==> config.mk <==
export PLATFORM = sky130hd
export DESIGN_NAME = osc_seq_ctrl
export DESIGN_NICKNAME = d
export VERILOG_FILES = /design/src/rtl/osc_seq_ctrl.sv
export SDC_FILE = /design/constraint.sdc
export NUM_CORES = 1
export LEC_CHECK = 0
export CORE_MARGIN = 5
export CORE_UTILIZATION = 41
export DETAILED_ROUTE_END_ITERATION = 16
export PLACE_DENSITY = 0.83
export SLEW_MARGIN = 20
export SYNTH_ARGS = -nofsm -noshare
export SYNTH_HDL_FRONTEND = slang
export SYNTH_SLANG_ARGS = --single-unit
export TNS_END_PERCENT = 20
==> constraint.sdc <==
create_clock -name Fg_clk -period 2.4 [get_ports Fg_clk]
set_input_delay 0.72 -clock Fg_clk [delete_from_list [all_inputs] [get_ports Fg_clk]]
set_output_delay 0.72 -clock Fg_clk [all_outputs]
set_load 0.05 [all_outputs]
==> src/rtl/osc_seq_ctrl.sv <==
// Sequencer/configurator for one recursive sine oscillator: config handshake, load strobe,
// sample tick and zero-crossing-aligned changes. Define SOFT_STOP_EN for zero-crossing stops.
module osc_seq_ctrl #(
    parameter int unsigned DIV_W = 16
) (
    input  logic             Fg_clk,
    input  logic             Resetn,
    input  logic             cfg_valid,
    output logic             cfg_ready,
    input  logic [2:0]       cfg_mode,
    input  logic [31:0]      cfg_init1,
    input  logic [31:0]      cfg_init2,
    input  logic [DIV_W-1:0] rate_div,
    input  logic             start,
    input  logic             stop,
    input  logic [31:0]      osc_out1,
    output logic             Ready,
    output logic             Enable,
    output logic [2:0]       Mode,
    output logic [31:0]      init1,
    output logic [31:0]      init2,
    output logic             FreqChng,
    output logic             upd_done,
    output logic             busy
);

    typedef enum logic [2:0] {
        StIdle,
        StLoad,
        StRun,
        StChgWait,
        StStopWait
    } state_e;

`ifdef SOFT_STOP_EN
    localparam state_e StStopTgt = StStopWait;
`else
    localparam state_e StStopTgt = StIdle;
`endif

    state_e           state_q, state_d;
    logic [DIV_W-1:0] cnt_q, cnt_d;
    logic             cfg_loaded_q, cfg_loaded_d;
    logic             freq_chng_q, freq_chng_d;
    logic             upd_done_q, upd_done_d;
`ifdef SOFT_STOP_EN
    logic             pend_q, pend_d;
`endif
    logic             active;
    logic             accept;
    logic             zc;
    logic             unused_osc_bits;

    assign active = (state_q == StRun) || (state_q == StChgWait) || (state_q == StStopWait);
    assign Enable = active && (cnt_q == rate_div);
    // Gated by Resetn so the handshake reads 0 while reset is held.
    assign cfg_ready = Resetn && ((state_q == StIdle) || (state_q == StRun));
    assign accept = cfg_valid && cfg_ready;
    assign Ready = (state_q == StLoad);
    assign busy = (state_q != StIdle);
    assign FreqChng = freq_chng_q;
    assign upd_done = upd_done_q;

    // Same near-zero window the oscillator uses to apply a pending change.
    assign zc = (Mode == 3'd4) ? ((&osc_out1[31:23]) || ~(|osc_out1[31:23]))
                               : ((&osc_out1[31:22]) || ~(|osc_out1[31:22]));
    assign unused_osc_bits = ^osc_out1[21:0];

    always_comb begin
        state_d      = state_q;
        cnt_d        = '0;
        cfg_loaded_d = cfg_loaded_q | accept;
        freq_chng_d  = 1'b0;
        upd_done_d   = 1'b0;
`ifdef SOFT_STOP_EN
        pend_d       = pend_q;
`endif
        // A count above a freshly lowered rate_div restarts without a tick.
        if (active) begin
            cnt_d = (cnt_q >= rate_div) ? '0 : cnt_q + DIV_W'(1);
        end

        unique case (state_q)
            StIdle: begin
                if (start && cfg_loaded_d) begin
                    state_d = StLoad;
                end
            end
            StLoad: begin
                state_d = StRun;
            end
            StRun: begin
                if (stop) begin
                    state_d = StStopTgt;
                end else if (accept) begin
                    state_d     = StChgWait;
                    freq_chng_d = 1'b1;
`ifdef SOFT_STOP_EN
                    pend_d      = 1'b1;
`endif
                end
            end
            StChgWait: begin
                if (stop) begin
                    state_d = StStopTgt;
                end else if (!freq_chng_q && Enable && zc) begin
                    state_d    = StRun;
                    upd_done_d = 1'b1;
`ifdef SOFT_STOP_EN
                    pend_d     = 1'b0;
`endif
                end
            end
`ifdef SOFT_STOP_EN
            StStopWait: begin
                if (Enable && zc) begin
                    state_d    = StIdle;
                    upd_done_d = pend_q;
                    pend_d     = 1'b0;
                end
            end
`endif
            default: begin
                state_d = StIdle;
            end
        endcase
    end

    always_ff @(posedge Fg_clk or negedge Resetn) begin
        if (!Resetn) begin
            state_q      <= StIdle;
            cnt_q        <= '0;
            cfg_loaded_q <= 1'b0;
            freq_chng_q  <= 1'b0;
            upd_done_q   <= 1'b0;
            Mode         <= '0;
            init1        <= '0;
            init2        <= '0;
        end else begin
            state_q      <= state_d;
            cnt_q        <= cnt_d;
            cfg_loaded_q <= cfg_loaded_d;
            freq_chng_q  <= freq_chng_d;
            upd_done_q   <= upd_done_d;
            if (accept) begin
                Mode  <= cfg_mode;
                init1 <= cfg_init1;
                init2 <= cfg_init2;
            end
        end
    end

`ifdef SOFT_STOP_EN
    always_ff @(posedge Fg_clk or negedge Resetn) begin
        if (!Resetn) begin
            pend_q <= 1'b0;
        end else begin
            pend_q <= pend_d;
        end
    end
`endif

endmodule

==> run summary <==
Hold Path End = cfg_loaded_q
relative slew slack = 0.486
Hold Crit Class = reg2reg
Crit path arrival time = 1700 ps
fin crit share = 1.01
area of the multi-input gates = 1870 µm²
IO Port Bufs = 170
Post-synth EDFFs = 0
die outline height = 109 µm
die footprint = 11900 µm²
CTS Hold Bufs = 0
WL final = 10.8 mm
Pins Over Slew Limit = 0
PD cells = 1210 nW/µm²
Ant. Diodes = 0
Initial Util = 0.416
Clock Sinks = 88
Root Buffer = clkbuf_8
R2R cell count = 11
post-synth top area share = 0.549
wire per inst = 16.9 µm
fillcell total = 739
Finished Layout Cells = 637
maximum VDD drop = 0.000737 V
via count of the first global-routing pass = 3426
Yosys cell types = 36
hold path start = cfg_loaded_q
core area = 9640 µm²
row count = 36
IO Pins = 193
initial DRC count = 101
DR pass1 iterations = 4
fmax = 414 MHz
leading area contributor after synthesis = dfrtp_1
share of layout cells above drive strength 1 = 0.355
max_cap viols = 0
Setup CP Type = in2out
final worst slack = -16.8 ps
Clock Power Share = 0.133
Final Net Count = 637
Hold Path Stages = 1
Syn. warnings = 0
most frequent cell after synthesis = dfrtp_1
final hold vios = 0
Final TNS setup = -16.8 ps
crit-path max FO = 2
Setup crit start kind = primary input
clk_skew = 16.0 ps
Seq/Total Area, Yosys = 0.549
first-pass GRT wire length = 17.0 mm
most frequent cells after synthesis = 88 x dfrtp_1, 47 x mux2_2, 20 x inv_1, 20 x mux2_4, 20 x nor2_1
htree depth = 3
worst-margin pin slew = 771 ps
detailed placement HPWL = 7.92 mm
switch share = 0.457
synthesized net count = 438
reg2reg end = state_q[0]
Placed Cells = 608
Via Count = 3078
Mapped Cells = 301
Final ANT Viol Nets = 0
initial antenna violation count = 0
final setup fails = 1
Placer Congestion = 0.804
die width = 109 µm
top post-synthesis cells by area = dfrtp_1 55%, mux2_2 13%, mux2_4 7.5%, ha_1 5.3%, xor2_1 2.4%
Overall Global Routing Usage = 0.184
Critical Path Start = rate_div[15]
RSZ-0062 raised after global routing = yes
Leakage = 2.73 nW
failing checks = setup timing
minimum clock period = 2420 ps
Flop pwr share = 0.304
Max clock buf depth = 2
syn avg cell area = 13.3 µm²
Post-DP Area = 5950 µm²
Seq cells post-synth = 88
Int Pwr = 4.22 mW
clock latency on the worst-skew pair = 350 ps
global route total overflow = 0
FF-to-FF Start = cnt_q[2]
post-route cell area = 6430 µm²
register area = 2210 µm²
Comb power frac = 0.563
DRC violations left = 0
largest net degree at the start of global routing = 89
P&R area growth vs syn = 60.1%
Mapped Area = 4010 µm²
routed vias/inst = 4.83
crit path capture type = output port
R2R Setup Slk = 110 ps
Primary FF master, synth = dfrtp_1
clock-pin slew on the worst setup and hold paths = 90 ps
Worst Path Required = 1680 ps
Psw = 3.55 mW
CTS buffer count = 9
CTS tree = yes
outcome = complete, but fails checks
post-synthesis async set-or-reset flop share = 1.00
## placed cells by master (no fill, tap or decap), types with 6 or more instances in the layout
master,count
a21oi_1,8
buf_2,9
buf_4,29
buf_6,6
clkbuf_8,9
clkdlybuf4s50_1,148
dfrtp_1,81
dfrtp_2,7
ha_4,15
inv_1,6
inv_2,14
mux2_2,47
mux2_4,20
nand2_1,8
nand3_1,9
nor2_1,19
xor2_1,11
## worst max path at each step
stage	end	slack (ps)	depth (start not counted)
global placement	Enable	-450	7
CTS	Enable	3	7
global route	Enable	-70	5
floorplan	Enable	20	5
finish	Enable	-20	7
detailed placement	Enable	-500	7
## cell families after synthesis
logic type	after synthesis	share of synthesized area
AO/OA/AOI/OAI	21	0.0343
XOR/XNOR	14	0.0305
adder cells (fa/ha/maj)	17	0.0530
buffers and inverters	30	0.0396
flip-flops	88	0.549
multiplexers	67	0.207
AND/OR/NAND/NOR	64	0.0873
## critical path, cell delays in order
cell and delay, ps:
buf_2 80, inv_2 40, ha_4 260, nand4_1 120
nand3b_4 210, nor2_4 110, buf_12 140
## through the flow
step	power, mW	setup slack (ps)	hold WS (ps)	util
floorplan	5.14	16.7	424	-
global placement	6.64	-452	437	0.617
detailed placement	6.73	-503	446	0.617
CTS	7.84	3.04	468	0.665
global route	8.14	-72.7	489	0.667
finish	7.78	-16.8	466	0.667
## registers in the layout (all words and copies together) (netlist names)
| register | cells |
|---|---|
| init1 | 32 |
| init2 | 32 |
| cnt_q | 16 |
| Mode | 3 |
| state_q | 2 |
| FreqChng | 1 |
| cfg_loaded_q | 1 |
| upd_done | 1 |
## power by group through the flow
stage	logic, mW	clock network [mW]	registers [mW]
global placement	4.29	0	2.35
CTS	4.41	1.06	2.37
floorplan	0.957	0	4.19
finish	4.38	1.03	2.37
global route	4.56	1.12	2.46
detailed placement	4.34	0	2.39
## final cells by class
| class | count | area share |
|---|---|---|
| multi-input combinational | 183 | 0.291 |
| sequential | 88 | 0.344 |
| timing repair buffer | 198 | 0.297 |
| clock buffer | 9 | 0.0193 |
| tap | 133 | 0.0259 |
| inverter | 20 | 0.0117 |
| clock inverter | 6 | 0.0105 |
## repair_timing
| action | 4_1_cts | 5_1_grt |
|---|---|---|
| setup endpoints to repair | 16 | 1 |
| gates cloned | 0 | 0 |
| buffers inserted | 13 | 1 |
| pin swaps | 23 | 2 |
| gates resized for setup | 98 | 0 |
## routing by layer
metal	up-vias	wire, µm	GRT usage
li1	1440	-	-
met5	-	0	0
met4	0	172	0.0595
met3	15	1120	0.0699
met2	129	5420	0.319
met1	1494	4070	0.208
No activity file was read; power rests on OpenSTA's default activity.
